--- src/rtl/fifo_sync_pkg.sv ---
// Shared types and sizing helpers for the single-clock parametrised FIFO.
package fifo_sync_pkg;

    // Read-port behaviour: registered read or first-word-fall-through.
    typedef enum logic {
        FIFO_STD  = 1'b0,
        FIFO_FWFT = 1'b1
    } fifo_mode_e;

    // Occupancy and error status, decoded once and fanned out to ports.
    typedef struct packed {
        logic full;
        logic empty;
        logic almost_full;
        logic almost_empty;
        logic overflow;
        logic underflow;
    } fifo_status_t;

    // Address width for a power-of-two depth (never below one bit).
    function automatic int fifo_addr_w(input int depth);
        return (depth > 1) ? $clog2(depth) : 1;
    endfunction

    // Counter width able to represent 0..depth inclusive.
    function automatic int fifo_cnt_w(input int depth);
        return $clog2(depth + 1);
    endfunction

endpackage

--- src/rtl/fifo_sync_mem.sv ---
// Register-array storage: one synchronous write port, one asynchronous read port.
// A read and a write to the same slot in one cycle return the old word.
module fifo_sync_mem
    import fifo_sync_pkg::*;
#(
    parameter int DATA_W = 8,
    parameter int DEPTH  = 8,
    parameter int ADDR_W = 3
) (
    input  logic              i_clk,
    input  logic              i_wr_en,
    input  logic [ADDR_W-1:0] i_wr_addr,
    input  logic [DATA_W-1:0] i_wr_data,
    input  logic [ADDR_W-1:0] i_rd_addr,
    output logic [DATA_W-1:0] o_rd_data
);

    logic [DATA_W-1:0] r_mem [DEPTH];

    // Write the accepted word into its slot; contents are intentionally not reset.
    always_ff @(posedge i_clk) begin
        if (i_wr_en) begin
            r_mem[i_wr_addr] <= i_wr_data;
        end
    end

    assign o_rd_data = r_mem[i_rd_addr];

endmodule

--- src/rtl/fifo_sync_param.sv ---
// Parametrised single-clock FIFO with standard or fall-through read port,
// occupancy count, almost-full/empty thresholds, sticky error flags and flush.
module fifo_sync_param
    import fifo_sync_pkg::*;
#(
    parameter int DATA_W    = 8,
    parameter int DEPTH     = 8,
    parameter int FWFT      = 0,
    parameter int AF_THRESH = 6,
    parameter int AE_THRESH = 2
) (
    input  logic                          i_clk,
    input  logic                          i_rst,
    input  logic                          i_clear,
    input  logic                          i_push,
    input  logic [DATA_W-1:0]             i_data_in,
    input  logic                          i_pop,
    output logic [DATA_W-1:0]             o_data_out,
    output logic                          o_rd_valid,
    output logic                          o_full,
    output logic                          o_empty,
    output logic                          o_almost_full,
    output logic                          o_almost_empty,
    output logic [fifo_cnt_w(DEPTH)-1:0]  o_count,
    output logic                          o_overflow,
    output logic                          o_underflow
);

    localparam int         ADDR_W = fifo_addr_w(DEPTH);
    localparam int         CNT_W  = fifo_cnt_w(DEPTH);
    localparam int         PTR_W  = ADDR_W + 1;
    localparam fifo_mode_e MODE   = (FWFT != 0) ? FIFO_FWFT : FIFO_STD;

    // Pointers carry one extra wrap bit so full and empty are distinguishable.
    logic [PTR_W-1:0]  r_wr_ptr;
    logic [PTR_W-1:0]  r_rd_ptr;
    logic [CNT_W-1:0]  r_count;
    logic              r_overflow;
    logic              r_underflow;

    logic [CNT_W-1:0]  w_count_nxt;
    logic              w_ptr_full;
    logic              w_ptr_empty;
    logic              w_push_ok;
    logic              w_pop_ok;
    logic [DATA_W-1:0] w_mem_rd_data;
    fifo_status_t      w_status;

    assign w_ptr_empty = (r_wr_ptr == r_rd_ptr);
    assign w_ptr_full  = (r_wr_ptr[ADDR_W-1:0] == r_rd_ptr[ADDR_W-1:0]) &&
                         (r_wr_ptr[PTR_W-1]    != r_rd_ptr[PTR_W-1]);

    // A pop frees a slot in the same cycle, so a full FIFO still accepts push+pop.
    assign w_pop_ok  = i_pop & ~w_ptr_empty;
    assign w_push_ok = i_push & (~w_ptr_full | w_pop_ok);

    // Next occupancy from the accepted push/pop pair.
    always_comb begin
        w_count_nxt = r_count;
        case ({w_push_ok, w_pop_ok})
            2'b10:   w_count_nxt = r_count + CNT_W'(1);
            2'b01:   w_count_nxt = r_count - CNT_W'(1);
            default: w_count_nxt = r_count;
        endcase
    end

    // Pointer, count and sticky-flag state; reset and flush both empty the FIFO.
    always_ff @(posedge i_clk) begin
        if (i_rst || i_clear) begin
            r_wr_ptr    <= '0;
            r_rd_ptr    <= '0;
            r_count     <= '0;
            r_overflow  <= 1'b0;
            r_underflow <= 1'b0;
        end else begin
            if (w_push_ok) begin
                r_wr_ptr <= r_wr_ptr + PTR_W'(1);
            end
            if (w_pop_ok) begin
                r_rd_ptr <= r_rd_ptr + PTR_W'(1);
            end
            r_count <= w_count_nxt;
            if (i_push && !w_push_ok) begin
                r_overflow <= 1'b1;
            end
            if (i_pop && !w_pop_ok) begin
                r_underflow <= 1'b1;
            end
        end
    end

    fifo_sync_mem #(
        .DATA_W (DATA_W),
        .DEPTH  (DEPTH),
        .ADDR_W (ADDR_W)
    ) u_mem (
        .i_clk     (i_clk),
        .i_wr_en   (w_push_ok),
        .i_wr_addr (r_wr_ptr[ADDR_W-1:0]),
        .i_wr_data (i_data_in),
        .i_rd_addr (r_rd_ptr[ADDR_W-1:0]),
        .o_rd_data (w_mem_rd_data)
    );

    // Status flags are pure decodes of the registered count.
    always_comb begin
        w_status              = '0;
        w_status.full         = (r_count == CNT_W'(DEPTH));
        w_status.empty        = (r_count == CNT_W'(0));
        w_status.almost_full  = (r_count >= CNT_W'(AF_THRESH));
        w_status.almost_empty = (r_count <= CNT_W'(AE_THRESH));
        w_status.overflow     = r_overflow;
        w_status.underflow    = r_underflow;
    end

    assign o_full         = w_status.full;
    assign o_empty        = w_status.empty;
    assign o_almost_full  = w_status.almost_full;
    assign o_almost_empty = w_status.almost_empty;
    assign o_overflow     = w_status.overflow;
    assign o_underflow    = w_status.underflow;
    assign o_count        = r_count;

    generate
        if (MODE == FIFO_FWFT) begin : gen_fwft
            // Head word is presented directly; zero while nothing is stored.
            assign o_rd_valid = ~w_status.empty;
            assign o_data_out = w_status.empty ? '0 : w_mem_rd_data;
        end else begin : gen_std
            logic [DATA_W-1:0] r_data_out;
            logic              r_rd_valid;

            // Registered read: word appears one cycle after an accepted pop.
            always_ff @(posedge i_clk) begin
                if (i_rst) begin
                    r_data_out <= '0;
                    r_rd_valid <= 1'b0;
                end else if (i_clear) begin
                    r_rd_valid <= 1'b0;
                end else if (w_pop_ok) begin
                    r_data_out <= w_mem_rd_data;
                    r_rd_valid <= 1'b1;
                end else begin
                    r_rd_valid <= 1'b0;
                end
            end

            assign o_data_out = r_data_out;
            assign o_rd_valid = r_rd_valid;
        end
    endgenerate

endmodule

--- config.mk ---
export PLATFORM = sky130hd
export DESIGN_NAME = fifo_sync_param
export DESIGN_NICKNAME = d
export VERILOG_FILES = /design/src/rtl/fifo_sync_pkg.sv /design/src/rtl/fifo_sync_mem.sv /design/src/rtl/fifo_sync_param.sv
export SDC_FILE = /design/constraint.sdc
export NUM_CORES = 1
export LEC_CHECK = 0
export ABC_CLOCK_PERIOD_IN_PS = 4300
export CORE_ASPECT_RATIO = 1.25
export CORE_MARGIN = 2
export CORE_UTILIZATION = 55
export CTS_CLUSTER_SIZE = 28
export DETAILED_ROUTE_END_ITERATION = 10
export GPL_ROUTABILITY_DRIVEN = 0
export PLACE_DENSITY = 0.76
export SLEW_MARGIN = 15
export SYNTH_ARGS = -nofsm -noshare
export SYNTH_HDL_FRONTEND = slang
export SYNTH_SLANG_ARGS = --single-unit
export TNS_END_PERCENT = 5
--- constraint.sdc ---
create_clock -name i_clk -period 4.3 [get_ports i_clk]
set_input_delay 0.43 -clock i_clk [delete_from_list [all_inputs] [get_ports i_clk]]
set_output_delay 0.43 -clock i_clk [all_outputs]
set_load 0.02 [all_outputs]
==> key figures <==
Run status
  – Outcome: complete, no violations

Global route
  – First-pass GRT wire length: 10.5 mm
  – Initial antenna violation count: 0
  – GR Util All Layers: 0.194
  – Largest net degree at the start of global routing: 21
  – Vias in the first global route: 1998
  – Total gr overflow: 0

Clock tree
  – Hold_buf cts: 0
  – Clk Latency, worst-skew pair: 0.36 ns
  – CTS tree: done
  – Setup Buffers After CTS: 0
  – H-tree lvl count: 3
  – Clock-pin slew on the worst setup and hold paths: 0.09 ns
  – CTS Buf Count: 9
  – Post-CTS Resized: 0
  – Clock tree root buffer cell: clkbuf_8
  – Worst-case clock buffer depth: 2
  – Sink Count: 87

Yosys
  – Mean cell area of the mapped netlist: 15.3 um^2
  – Post-synthesis mux area share: 0.128
  – Post-Syn Area: 0.00372 mm^2
  – Synth Area in XOR/XNOR: 0.0356
  – Yosys warnings: 0
  – Post-synth EDFFs: 64
  – Area contributors post-synth: edfxtp_1 (52%), dfxtp_1 (12%), mux4_2 (5.4%)
  – Cell taking the most area after synthesis: edfxtp_1
  – Most common cell in the netlist: edfxtp_1
  – Register area share after synthesis: 0.640
  – Gate Count Post-Synth: 244
  – Unique masters post-synth: 44
  – Adder-cell share of the synthesized area: 0.0188
  – Post-synthesis register bit count: 87
  – Share of the synthesized area in the top cell type: 0.516
  – Largest family of logic cells by synthesized area: multiplexers
  – Simple-Gate Fraction of Synth Area: 0.0780
  – Post-synth ARST share: 0
  – Post-synthesis compound-gate area fraction: 0.0733
  – Synth Flop Type: edfxtp_1
  – Commonest cells post-synth: edfxtp_1 (64), nor2_1 (25), dfxtp_1 (23)
  – Mapped Nets: 262

Power
  – Overall Power: 1.61 mW
  – Peak VDD IR: 0.000398 V
  – Lkg Pwr: 1.45 nW
  – PD cells: 371 mW/mm^2

Die
  – Io pins: 32
  – Die Ht: 96.0 um
  – Rows: 33
  – Die area: 0.00745 mm^2
  – Initial core utilization: 0.567
  – Core Region: 0.00657 mm^2
  – Die W: 77.6 um

STA
  – Actual slew at the worst max-slew pin: 0.872 ns
  – Max Clk Rate: 344 MHz
  – Setup TNS: 0 ns
  – RSZ-0062 raised after global routing: false
  – Max-slew violation count: 0
  – Final Hold Vio Count: 0
  – Setup Viol. Count Final: 0
  – Final Skew: 0.0103 ns
  – Tmin final: 2.91 ns
  – Relative slew margins: 0.415
  – Final period utilization: 0.677

Critical path
  – R2R depth: 12
  – Critical path required time: 4.54 ns
  – Worst endpoint data arrival time: 3.15 ns
  – Critical Path Start Type: flip-flop
  – Crit Path Class: reg2reg
  – RR Startpoint: r_rd_ptr[0]$_SDFFE_PP0N_
  – Reg-to-reg endpoint: o_count[3]$_SDFFE_PP0P_
  – Flop2flop setup slack: 1.39 ns
  – Crit-path max FO: 20
  – CP endpoint kind: flip-flop

Routing
  – Post-DR vias/cell: 5.62
  – Vias: 2090
  – Routed WL: 6.64 mm
  – ANT nets after route: 0
  – Wire per inst: 17.8 um
  – # DRC: 0
  – DRT Pass-1 Iters: 4
  – DR iter-0 viols: 99

Hold path
  – Hold_sp: o_overflow$_SDFFE_PP0P_
  – End of the worst hold path: o_overflow$_SDFFE_PP0P_
  – Hold Path Class: reg2reg
  – Hold-critical path depth: 2

Cells and area
  – Share of layout cells above drive strength 1: 0.151
  – # nets final: 298
  – Post-route cell area: 0.00434 mm^2
  – Area grow syn2layout: 16.7%
  – Layout fillers: 474
  – Antenna diode count: 0

Placed design
  – IO Port Bufs: 31
  – Dpl cell area: 0.00414 mm^2
  – HPWL after detailed placement: 4.34 mm

Job
  – Max_cap viols: 0
==> layer usage <==
metal,share of wire,GRT usage,up-vias
met1,0.46,0.249,1020
met3,0.032,0.0338,9
met2,0.50,0.327,42
li1,-,-,1019
met4,0.011,0.0848,0
met5,0,0,-
==> cell usage in the layout (no fill, tap or decap), types with 2 or more instances in the layout <==
master	Yosys	layout
edfxtp_1	64	64
clkdlybuf4s50_1	0	31
nor2_1	25	25
dfxtp_1	23	23
a211oi_1	11	11
nand2_1	9	9
mux2i_1	9	9
mux4_2	9	9
clkbuf_8	0	9
buf_4	1	9
xnor2_1	7	7
mux4_1	7	7
inv_1	5	5
xor2_1	5	5
nor3_1	6	4
a21oi_1	4	4
nand2b_1	4	4
ha_1	4	4
or3_1	3	3
nor4_1	3	3
o21ai_0	3	3
nand3_1	3	3
or2_2	2	2
nor3_2	0	2
o22ai_1	2	2
a21o_1	2	2
a31oi_1	2	2
clkinv_4	0	2
inv_6	0	2
==> layout make-up <==
| type | count | area [um^2] | share of cell area |
|---|---|---|---|
| clock buffer | 9 | 124 | 0.0285 |
| tap | 87 | 109 | 0.0251 |
| clock inverter | 7 | 80.1 | 0.0184 |
| timing repair buffer | 40 | 378 | 0.0870 |
| inverter | 5 | 18.8 | 0.00432 |
| multi-input combinational | 137 | 1250 | 0.288 |
| sequential | 87 | 2380 | 0.548 |
==> kinds of logic (layout without fill, tap and decap cells) <==
kind of cell / Yosys count / count (layout)
adder cells (fa/ha/maj): 5 / 5
multiplexers: 25 / 25
AO/OA/AOI/OAI: 34 / 34
buffers and inverters: 20 / 61
AND/OR/NAND/NOR: 60 / 60
XOR/XNOR: 13 / 13
flip-flops: 87 / 87
==> power by group <==
group          switching [mW]  internal [mW]
Combinational          0.0621         0.0521
Sequential            0.00874          0.912
Clock                   0.301          0.277
==> worst max-delay path by stage <==
stage / from / slack [ns] / endpoint / cells after the start
finish: r_rd_ptr[0]$_SDFFE_PP0N_ / 1.39 / o_count[3]$_SDFFE_PP0P_ / 12
global placement: i_pop / 1.23 / o_count[3]$_SDFFE_PP0P_ / 11
floorplan: r_rd_ptr[0]$_SDFFE_PP0N_ / 1.53 / o_count[3]$_SDFFE_PP0P_ / 11
CTS: r_rd_ptr[0]$_SDFFE_PP0N_ / 1.36 / o_count[3]$_SDFFE_PP0P_ / 12
global route: r_rd_ptr[0]$_SDFFE_PP0N_ / 1.20 / o_count[3]$_SDFFE_PP0P_ / 12
detailed placement: i_pop / 1.16 / o_count[3]$_SDFFE_PP0P_ / 11
==> flip-flops by register name (all words and copies together) (netlist names) <==
register	cells
o_rd_valid	1
o_count	4
u_mem.r_mem	64
r_rd_ptr	4
r_wr_ptr	4
o_overflow	1
o_data_out	8
o_underflow	1
==> metrics by stage <==
step	util	hold slack, ns	cells	setup slack, ns
after CTS	0.662	0.479	372	1.36
after floorplan	-	0.494	244	1.53
after global placement	0.631	0.453	356	1.23
after detailed placement	0.631	0.457	356	1.16
after global routing	0.662	0.518	372	1.20
final	0.662	0.476	372	1.39
==> critical path, cell delays in order (launching register included) <==
cell     delay [ns]
dfxtp_1        0.32
buf_4          0.35
xor2_4         0.14
o41ai_4        0.36
buf_4          0.23
or2_2          0.14
inv_1          0.05
ha_1           0.27
a21o_1         0.18
a21o_1         0.18
or3_1          0.32
a21oi_1        0.20
nor3b_2        0.07
(Power assumes the default switching activity.)
==> variant: new RTL, same flow settings <==
Set the parameter `FWFT` to 1 (it was 0).
--- a/src/rtl/fifo_sync_param.sv
+++ b/src/rtl/fifo_sync_param.sv
@@ -5,7 +5,7 @@
 #(
     parameter int DATA_W    = 8,
     parameter int DEPTH     = 8,
-    parameter int FWFT      = 0,
+    parameter int FWFT      = 1,
     parameter int AF_THRESH = 6,
     parameter int AE_THRESH = 2
 ) (
Behaviour: not the same (Yosys sat finds a counterexample within 4 cycles, from zero or initial values and one cycle with i_rst high).
==> variant against the unedited design <==
Clock skew is 0.0019 ns higher. Wire length decreased by 7.4%. Sequential power is 6.3% lower. Worst setup slack got worse by 0.022 ns. Via count is 6.9% lower. First-iteration DRC count increased by 70%. Area after synthesis fell by 4.9%. Total power fell by 2.8%. Sequential cell count fell by 6. Final area down 4.7%. Cell count down 5.1%. Critical endpoint unchanged. Largest cell class unchanged.
==> variant: results (changes against the unedited design) <==
reg2reg path depth 10 (was 12); first-pass GRT wire length 9730 um (was 10,500 um); synth cell count leaders 64 x edfxtp_1, 26 x nor2_1, 17 x dfxtp_1 (was 64 x edfxtp_1, 25 x nor2_1, 23 x dfxtp_1); hold_ws 0.483 ns (was 0.476 ns); Non-Filler Instances 353 (was 372); peak supply drop 0.243 mV (was 0.398 mV); clock buffer depth 2 (unchanged); Post-synth EDFFs 64 (unchanged); CTS buffer count 9 (unchanged); Total Routing Usage GR 0.192 (was 0.194); vias in the first global route 1,909 (was 1,998); Crit Path Max Fanout 9 (was 20); register with the most flip-flops u_mem.r_mem (unchanged); Placed Cells 337 (was 356); synth top area cells edfxtp_1 54%, mux4_2 10%, dfxtp_1 9.6% (was edfxtp_1 52%, dfxtp_1 12%, mux4_2 5.4%); post-synthesis sequential area ratio 0.639 (was 0.640); largest net degree at the start of global routing 19 (was 21); post-CTS sizing 0 (unchanged); clk_lat worst skew 0.34 ns (was 0.36 ns); hold_sp o_overflow (unchanged); Post-CTS Setup Bufs 0 (unchanged); Vias/cell 5.51 (was 5.62); Root Buffer clkbuf_8 (unchanged); number of DRC markers in iteration 0 168 (was 99); drt pass-1 iters 4 (unchanged); HPWL Detailed 4070 um (was 4340 um); initial antenna violation count 0 (unchanged); fill count 451 (was 474); layout cell share with drive strength beyond 1 0.183 (was 0.151); Critical Path Max Stage Delay 0.61 ns (was 0.36 ns); ant diodes 0 (unchanged); Largest register FFs 64 (unchanged); Hold WC Path Type flip-flop to flip-flop (unchanged); register-to-register setup slack 1.37 ns (was 1.39 ns); Cell variety after synth 44 (unchanged); status finished, final reports clean (unchanged); leakage 1.37 nW (was 1.45 nW); RR Startpoint r_wr_ptr[1] (was r_rd_ptr[0]); worst-margin pin slew 0.881 ns (was 0.872 ns); WHS Endpoint o_overflow (unchanged); clock skew 0.0123 ns (was 0.0103 ns); Worst path slowest cell o41ai_4 (unchanged); hold depth 2 (unchanged); yosys warns 0 (unchanged); Clk pin slew, worst setup/hold paths 0.07 ns (was 0.09 ns); Synth async-reset ratio 0 (unchanged); Final Net Count 281 (was 298); Synthesized Nets 248 (was 262); cell area after placement 0.00392 mm^2 (was 0.00414 mm^2); Syn Inst Count 230 (was 244); critical path arrival 3.15 ns (about the same); drt wl/cell 17.4 um (was 17.8 um); buffers added on ports 31 (unchanged)
==> variant: how the worst max path moves through the flow <==
| stage | start | endpoint | slack (ns) | cells past startpoint |
|---|---|---|---|---|
| final | r_wr_ptr[1] | o_count[3] | 1.37 | 10 |
| after global routing | r_wr_ptr[0] | o_count[3] | 1.18 | 10 |
| after CTS | o_count[0] | o_empty | 1.32 | 2 |
| after detailed placement | i_pop | o_count[3] | 1.22 | 10 |
| after global placement | i_pop | o_count[3] | 1.28 | 10 |
| after floorplan | r_wr_ptr[1] | o_count[3] | 1.67 | 11 |
==> variant: area by class of cell <==
cell class,count,share of cell area
inverter,6,0.00544
tap,85,0.0257
clock inverter,7,0.0206
timing repair buffer,37,0.0858
multi-input combinational,128,0.286
clock buffer,9,0.0299
sequential,81,0.546
==> variant: power by group <==
part | internal, mW | leakage [nW] | total, mW | switching (mW)
clock | 0.321 | 0.104 | 0.575 | 0.254
sequential | 0.854 | 0.719 | 0.863 | 0.00814
combinational | 0.0600 | 0.550 | 0.130 | 0.0702
total | 1.24 | 1.37 | 1.57 | 0.333
==> variant: cell families (layout without fill, tap and decap cells) <==
logic type,after synthesis,after routing,synth area share
buffers and inverters,21,59,0.0300
adders and majority gates,5,5,0.0198
AOI/OAI and AO/OA,26,26,0.0657
xor gates and xnor gates,13,13,0.0364
muxes,25,25,0.127
DFF,81,81,0.639
and+or+nand+nor,59,59,0.0816
==> variant: worst max-delay path, delay by kind of cell, from the launching register on <==
family                   cells  cell delay (ns)
AND/OR/NAND/NOR              3             0.60
flip-flops                   1             0.55
XOR/XNOR                     1             0.18
adder cells (fa/ha/maj)      1             0.27
AO/OA/AOI/OAI                4             1.17
buffers and inverters        1             0.05
==> variant: per-stage QoR <==
stage,utilization,setup WS [ns]
floorplan,-,1.67
global placement,0.632,1.28
detailed placement,0.632,1.22
CTS,0.666,1.32
global route,0.667,1.18
finish,0.667,1.37
==> variant: per-layer routing <==
metal / up-vias / track usage / share of wire
li1: 940 / - / -
met1: 970 / 0.253 / 0.43
met2: 31 / 0.315 / 0.54
met3: 5 / 0.0258 / 0.021
met4: 0 / 0.0833 / 0.0098
met5: - / 0 / 0
